### src/rtl/seg_scan_pkg.sv
// rtl/seg_scan_pkg.sv - shared codes, segment patterns and digit-enable patterns for seg_scan
package seg_scan_pkg;

    localparam logic [3:0] CODE_V     = 4'd10;
    localparam logic [3:0] CODE_DASH  = 4'd11;
    localparam logic [3:0] CODE_L     = 4'd12;
    localparam logic [3:0] CODE_E     = 4'd13;
    localparam logic [3:0] CODE_P     = 4'd14;
    localparam logic [3:0] CODE_BLANK = 4'd15;

    // Active-low {dp,g,f,e,d,c,b,a}; dp (bit 7) is high in every entry.
    localparam logic [7:0] SEG_TABLE [16] = '{
        8'hC0, 8'hF9, 8'hA4, 8'hB0, 8'h99, 8'h92, 8'h82, 8'hF8,
        8'h80, 8'h90, 8'hC1, 8'hBF, 8'hC7, 8'h86, 8'h8C, 8'hFF
    };
    localparam logic [7:0] SEG_OFF = 8'hFF;

    localparam logic [3:0] AN_DIG [4] = '{4'b0111, 4'b1011, 4'b1101, 4'b1110};
    localparam logic [3:0] AN_OFF     = 4'b1111;

    function automatic logic [3:0] an_pattern(input logic [1:0] idx);
        return AN_DIG[idx];
    endfunction

endpackage

### src/rtl/seg_decode.sv
// rtl/seg_decode.sv - combinational 4-bit code to active-low segment pattern decoder
module seg_decode
    import seg_scan_pkg::*;
(
    input  logic [3:0] i_code,
    output logic [7:0] o_seg
);

    assign o_seg = SEG_TABLE[i_code];

endmodule

### src/rtl/seg_scan.sv
// rtl/seg_scan.sv - four-digit multiplexed seven-segment scanner; SEG_BLINK_EN adds frame-based blinking
module seg_scan
    import seg_scan_pkg::*;
#(
    parameter int DIGIT_CYCLES = 100000
`ifdef SEG_BLINK_EN
    ,
    parameter int BLINK_FRAMES = 128
`endif
) (
    input  logic       clk,
    input  logic       rst_n,
    input  logic [3:0] four_bcd,
    input  logic [3:0] three_bcd,
    input  logic [3:0] two_bcd,
    input  logic [3:0] one_bcd,
`ifdef SEG_BLINK_EN
    input  logic       blink,
`endif
    output logic [3:0] an_out,
    output logic [7:0] seg_out,
    output logic       frame_done
);

    localparam int DIV_W = (DIGIT_CYCLES > 2) ? $clog2(DIGIT_CYCLES) : 1;
    localparam logic [DIV_W-1:0] DIV_LAST = DIV_W'(DIGIT_CYCLES - 1);

    logic [DIV_W-1:0] r_div;
    logic [1:0]       r_idx;
    logic [3:0]       r_shadow [4];
    logic [3:0]       r_an;
    logic [7:0]       r_seg;
    logic             r_frame_done;

    logic             w_tc;
    logic             w_frame_end;
    logic             w_load;
    logic             w_blank;
    logic [3:0]       w_code;
    logic [7:0]       w_seg;

    assign w_tc        = (r_div == DIV_LAST);
    assign w_frame_end = w_tc && (r_idx == 2'd3);
    assign w_load      = (r_div == '0) && (r_idx == 2'd0);
    assign w_code      = r_shadow[r_idx];

    seg_decode u_seg_decode (
        .i_code (w_code),
        .o_seg  (w_seg)
    );

    always_ff @(posedge clk or negedge rst_n) begin
        if (!rst_n) begin
            r_div <= '0;
            r_idx <= 2'd0;
        end else if (w_tc) begin
            r_div <= '0;
            r_idx <= r_idx + 2'd1;
        end else begin
            r_div <= r_div + DIV_W'(1);
        end
    end

    // Shadow captures a whole frame at once so a frame never mixes old and new digits.
    always_ff @(posedge clk or negedge rst_n) begin
        if (!rst_n) begin
            for (int i = 0; i < 4; i++) begin
                r_shadow[i] <= CODE_BLANK;
            end
        end else if (w_load) begin
            r_shadow[0] <= four_bcd;
            r_shadow[1] <= three_bcd;
            r_shadow[2] <= two_bcd;
            r_shadow[3] <= one_bcd;
        end
    end

`ifdef SEG_BLINK_EN
    localparam int CNT_W = $clog2(BLINK_FRAMES + 1);
    localparam logic [CNT_W-1:0] CNT_LAST = CNT_W'(BLINK_FRAMES - 1);

    logic [CNT_W-1:0] r_frame_cnt;
    logic             r_phase_off;

    always_ff @(posedge clk or negedge rst_n) begin
        if (!rst_n) begin
            r_frame_cnt <= '0;
            r_phase_off <= 1'b0;
        end else if (!blink) begin
            r_frame_cnt <= '0;
            r_phase_off <= 1'b0;
        end else if (w_frame_end) begin
            if (r_frame_cnt == CNT_LAST) begin
                r_frame_cnt <= '0;
                r_phase_off <= ~r_phase_off;
            end else begin
                r_frame_cnt <= r_frame_cnt + CNT_W'(1);
            end
        end
    end

    // Gating with the live blink level lets a blink drop restore the scan on the next edge.
    assign w_blank = r_phase_off && blink;
`else
    assign w_blank = 1'b0;
`endif

    always_ff @(posedge clk or negedge rst_n) begin
        if (!rst_n) begin
            r_an         <= AN_OFF;
            r_seg        <= SEG_OFF;
            r_frame_done <= 1'b0;
        end else begin
            r_an         <= w_blank ? AN_OFF : an_pattern(r_idx);
            r_seg        <= w_seg;
            r_frame_done <= w_frame_end;
        end
    end

    assign an_out     = r_an;
    assign seg_out    = r_seg;
    assign frame_done = r_frame_done;

endmodule
### config.mk
export PLATFORM = sky130hd
export DESIGN_NAME = seg_scan
export DESIGN_NICKNAME = d
export VERILOG_FILES = /design/src/rtl/seg_scan_pkg.sv /design/src/rtl/seg_decode.sv /design/src/rtl/seg_scan.sv
export SDC_FILE = /design/constraint.sdc
export NUM_CORES = 1
export LEC_CHECK = 0
export BUFFER_PORTS_ARGS = -buffer_cell sky130_fd_sc_hd__buf_2
export CORE_MARGIN = 1.5
export CORE_UTILIZATION = 30
export CTS_CLUSTER_SIZE = 25
export DETAILED_ROUTE_END_ITERATION = 6
export GPL_TIMING_DRIVEN = 0
export HOLD_SLACK_MARGIN = 0.08
export PLACE_DENSITY = 0.54
export SLEW_MARGIN = 20
export SYNTH_ARGS = -nofsm -noshare
export SYNTH_HDL_FRONTEND = slang
export SYNTH_SLANG_ARGS = --single-unit
### constraint.sdc
create_clock -name clk -period 1.74 [get_ports clk]
set_input_delay 0 -clock clk [delete_from_list [all_inputs] [get_ports clk]]
set_output_delay 0 -clock clk [all_outputs]
set_load 0.03 [all_outputs]
# After elaboration in Yosys (flattened, before gate mapping)

Memory sizes are Yosys's and may differ from the RTL's. A register that Yosys moved wholly into a read port is not among the register bits.
Index checks and enable logic that the tools add are counted.
Widths: inputs -> output; s select.

Memory bits (writable): 0
Memory bits (read-only): 128
Logic and storage cells: 28
Output and inout bits: 13
Memories: 1
Bits of input ports: 18
Bits in latches: 0
Bits in registers: 40

Memories:

| memory           | depth | width | read ports | clocked after Yosys merged registers in | write ports | line            | source |
|---|---|---|---|---|---|---|---|
| (name not given) | 16    | 8     | 1          | 1                                       | 0           | seg_decode.sv:9 | `assign o_seg = SEG_TABLE[i_code];` |

Muxes and demuxes: 7
Shift-type cells: 0
Bitwise operators: 2
Multiply operators: 0
Order comparisons: 1
$add $sub $neg: 2
Divide/modulo/power cells: 0
Eq/ne operators: 2
Reduce and logical (&&, ||, !) cells: 5

Operator list:

| cell                  | number |
|---|---|
| $add 17x1->17 const B | 1 |
| $eq 17x17->1 const B  | 1 |
| $logic_not 17->1      | 1 |
| $mux 17               | 1 |
| $bmux 4 s2            | 2 |
| $mux 4                | 4 |
| $not 4->5             | 1 |
| $ge 3x3->1 const B    | 1 |
| $not 2->3             | 1 |
| $add 2x1->2 const B   | 1 |
| $eq 2x2->1 const B    | 1 |
| $logic_and 1x1->1     | 2 |
| $logic_not 2->1       | 1 |
| $logic_not 1->1       | 1 |

# Logic depth before layout (Yosys ltp)

Depth after elaboration: 5
Depth in mapped cells: 7
Mapped depth without buffers: 6

# Modules after synthesis

Synthesis repeated with hierarchy kept, for this count alone.

Cells, all modules: 183
Area, all modules: 2396.0 µm²

Modules (own cells, without submodules):

| module     | area an instance (µm²) | seq. area each (µm²) | cells an instance | times used |
|---|---|---|---|---|
| seg_scan   | 2153.3                 | 1236.2               | 153               | 1 |
| seg_decode | 242.7                  | 0.0                  | 30                | 1 |

# Worst setup path after synthesis

No wires, ideal clock.

Kind: flip-flop to flip-flop
From: register r_idx[0]
To: register r_seg[6] (netlist: seg_out[6])
Buffers on the path: 1
Library setup time: 0.075 ns
Required time: 1.665 ns
Cell stages (with the launch flop): 8
Setup slack: -0.024 ns
Arrival time: 1.689 ns
Clock period less this slack: 1.764 ns
Cell sequence: dfrtp_1 buf_6 mux4_2 inv_1 ha_1 inv_1 mux2i_1 mux2i_1

Longest elaborated chain between the ends: 5

RTL lines:

| item                                       | line            | source |
|---|---|---|
| from (decl)                                | seg_scan.sv:29  | `logic [1:0] r_idx;` |
| from (signal assigned)                     | seg_scan.sv:58  | `r_idx <= r_idx + 2'd1;` |
| $not 2->3 (implied by the code)            | seg_scan.sv:45  | `assign w_code = r_shadow[r_idx];` |
| $bmux 4 s2                                 | seg_scan.sv:45  |  |
| $mux 4 (implied by the code) (2 in series) | seg_scan.sv:45  |  |
| $not 4->5 (implied by the code)            | seg_decode.sv:9 |  |
| to (decl)                                  | seg_scan.sv:32  | `logic [7:0] r_seg;` |

No other way between the ends. The select of a mux whose other input is x is not followed.
A chain may end at the register's enable or synchronous reset.

# Final worst setup path

From: register r_idx[0]
To: register r_seg[0] (netlist: seg_out[0])

The elaborated chain is that of the path after synthesis.

==> flow_summary.yaml <==
run_status:
  status: "finished, violations left"
  violations: "negative setup slack"
clocking:
  cts_max_path_buffers: 2
  clk-insertion-delay-late_ns: 0.29
  numCtsBuffers: 5
  path_clk_slew_ns: 0.09
  cts_sinks: 47
  cts_root_buf: "clkbuf_8"
  cts_tree: "done"
  htree_levels: 2
job:
  maxCapViolations: 0
synthesis:
  synth_common_cells: "dfstp_2, dfrtp_1, ha_1, inv_1"
  synth_area_um2: 2390
  synth_seq_area_share_pct: 50.7
  yosys.area.top_type: "dfstp_2"
  ys.flop_type: "dfstp_2"
  ys_seq_elements: 47
  synthCells: 189
  synth.top_cell.area_share_pct: 29.7
  synth.most_common_cell: "dfstp_2"
  syn_nets: 221
  syn_avg_cell_area_um2: 12.6
  synth-edff-count: 0
  synth_cell_types: 32
  yosys-top-cells-area: "dfstp_2, dfrtp_1, ha_1, mux2_4, xnor2_1"
  postSynth.asyncResetShare_pct: 100
  ys_warn_count: 0
timing:
  finalMaxSlewViolations: 0
  finalClockSkew_ns: 0.00325
  max-slew-margin-rel_pct: 61.8
  finalSetupTns_ns: -0.0910
  rsz0062_at_grt: "true"
  hold_viol_final: 0
  fin_hold_ws_ns: 0.249
  setup_viol: 4
  min_period_ns: 1.77
  fin_crit_sh_pct: 102
  tightestPinTransition_ns: 0.573
  fin_ws_ns: -0.0333
  max_freq_ghz: 0.564
critical_path:
  worst_ep_arrival_time_ns: 2.00
  slowest_stage: "mux4_2"
  rr_startpoint: "r_idx[0]"
  crit_buf_inv: 4
  cp-start-kind: "flop"
  critPathTopFamily: "buffers and inverters"
  r2r-end: "seg_out[0]"
  cp-end-kind: "flop"
  rr_worst_depth: 7
  max_stage_delay_ns: 0.54
  path_class: "reg2reg"
  crit_required_ns: 1.96
  rrSetupSlack_ns: -0.03
  cp_max_fo: 6
  cp_cell_sequence: "buf_6 -> buf_4 -> mux4_2 -> buf_6 -> buf_4 -> o211ai_1 -> o21ai_1"
route:
  drc_errors: 0
  ant_nets: 0
  drtPass1Iterations: 4
  vias: 1607
  wl_per_cell_um: 12.2
  drt_wl_total_mm: 4.48
  drtIter0Drc: 26
  vias_per_cell: 4.38
global_routing:
  grt_pass1_wl_mm: 7.67
  first_global_vias: 1596
  antenna_found_initial: 0
  grt_usage_pct: 11.5
  grt_max_degree: 48
  gr-total-overflow: 0
worst_hold_path:
  hp-class: "in2async"
place:
  place.gp.congestion: 0.834
  dp_hpwl_mm: 2.92
  place_area_um2: 2660
  io_buffers: 29
  dpl_worst_slack_ns: -0.171
  numPlacedInstances: 320
die:
  dieArea_um2: 8500
  die_w_um: 92.2
  start_util_pct: 30.9
  die_y_um: 92.2
  rows: 32
  ios: 31
  core_area_um2: 7730
layout:
  nets: 296
  syn2layout_area_growth_pct: 32.7
  fin_cells: 367
  n_fill_cell: 753
  final_util_pct: 41.0
  num_antenna_cells: 0
  final_area_um2: 3170
  drive_gt1_share_pct: 50.9
pwr:
  irDropWorstVdd_mv: 0.260
  p_total_mw: 2.05
  leakagePower_nw: 1.40
  p_per_area_nw_per_um2: 646
## layout make-up
cell class                 instances  area, µm²  share of cell area (%)
sequential                        47       1210                    38.4
multi-input combinational        121       1120                    35.3
timing repair buffer              69        494                    15.6
tap                              102        128                    4.03
buffer                             6       72.6                    2.29
clock buffer                       5       68.8                    2.17
inverter                          14       55.1                    1.74
clock inverter                     3       15.0                   0.474
## flip-flops by register name, summed over array words and instances (netlist names)
signal / cells
an_out: 4
frame_done: 1
r_div: 17
r_idx: 2
r_shadow: 16
seg_out: 7
## metal layers
| layer | vias to the layer above | global-route usage [%] | share of wire [%] |
|---|---|---|---|
| met2 | 23 | 19.1 | 51 |
| met3 | 6 | 2.99 | 2.9 |
| met1 | 787 | 14.6 | 45 |
| li1 | 791 | - | - |
| met5 | - | 0 | 0 |
| met4 | 0 | 3.46 | 1.3 |
## cells by family after synthesis
group                    Yosys count  synth area share (%)
buffers and inverters             21                  5.45
flip-flops                        47                  50.7
AND/OR/NAND/NOR                   54                  12.6
adder cells (fa/ha/maj)           14                  7.34
multiplexers                      27                  15.9
AO/OA/AOI/OAI                      9                  1.99
other                              1                 0.157
XOR/XNOR                          16                  5.87
## power breakdown
group / total, mW / internal, mW / switching (mW)
logic: 0.243 / 0.121 / 0.123
clock network: 0.639 / 0.276 / 0.363
registers: 1.16 / 1.15 / 0.0120
total: 2.05 / 1.55 / 0.498
## repair_timing
item,in CTS,in global routing
hold buffers,17,0
gates resized for setup,10,12
hold endpoints to repair,36,0
buffers inserted,14,9
endpoints found under the setup margin,32,26
pin swaps,3,3
## cells in the final DEF, fill, tap and decap left out, types with 2 or more instances in the layout
cell type	synthesis	routed
nor3_1	4	3
nand4_1	7	7
nor4_4	1	3
mux2_2	7	7
nor4_1	4	2
ha_2	0	2
dlygate4sd3_1	0	17
a21oi_1	2	2
nand3_1	7	7
nor2_1	13	13
nor2b_1	2	2
nand2_1	10	9
mux2i_1	6	6
o21ai_0	5	4
xnor2_1	13	13
clkbuf_8	0	5
dfstp_2	27	27
dfrtp_1	20	16
inv_2	0	2
buf_4	1	24
xor2_1	3	3
ha_1	14	10
nor2_4	2	2
clkinv_2	0	3
buf_6	4	5
buf_2	1	28
ha_4	0	2
mux4_2	4	4
mux2_4	10	10
inv_1	14	11
dfrtp_2	0	4
## worst max path at each step
| stage | start | cells past startpoint | endpoint |
|---|---|---|---|
| finish | r_idx[0] | 7 | seg_out[0] |
| global route | r_idx[0] | 7 | seg_out[3] |
| CTS | r_idx[0] | 7 | seg_out[1] |
| detailed placement | r_idx[0] | 7 | seg_out[6] |
| global placement | r_idx[0] | 7 | seg_out[3] |
| floorplan | r_idx[0] | 7 | seg_out[6] |
(Power assumes the default switching activity.)
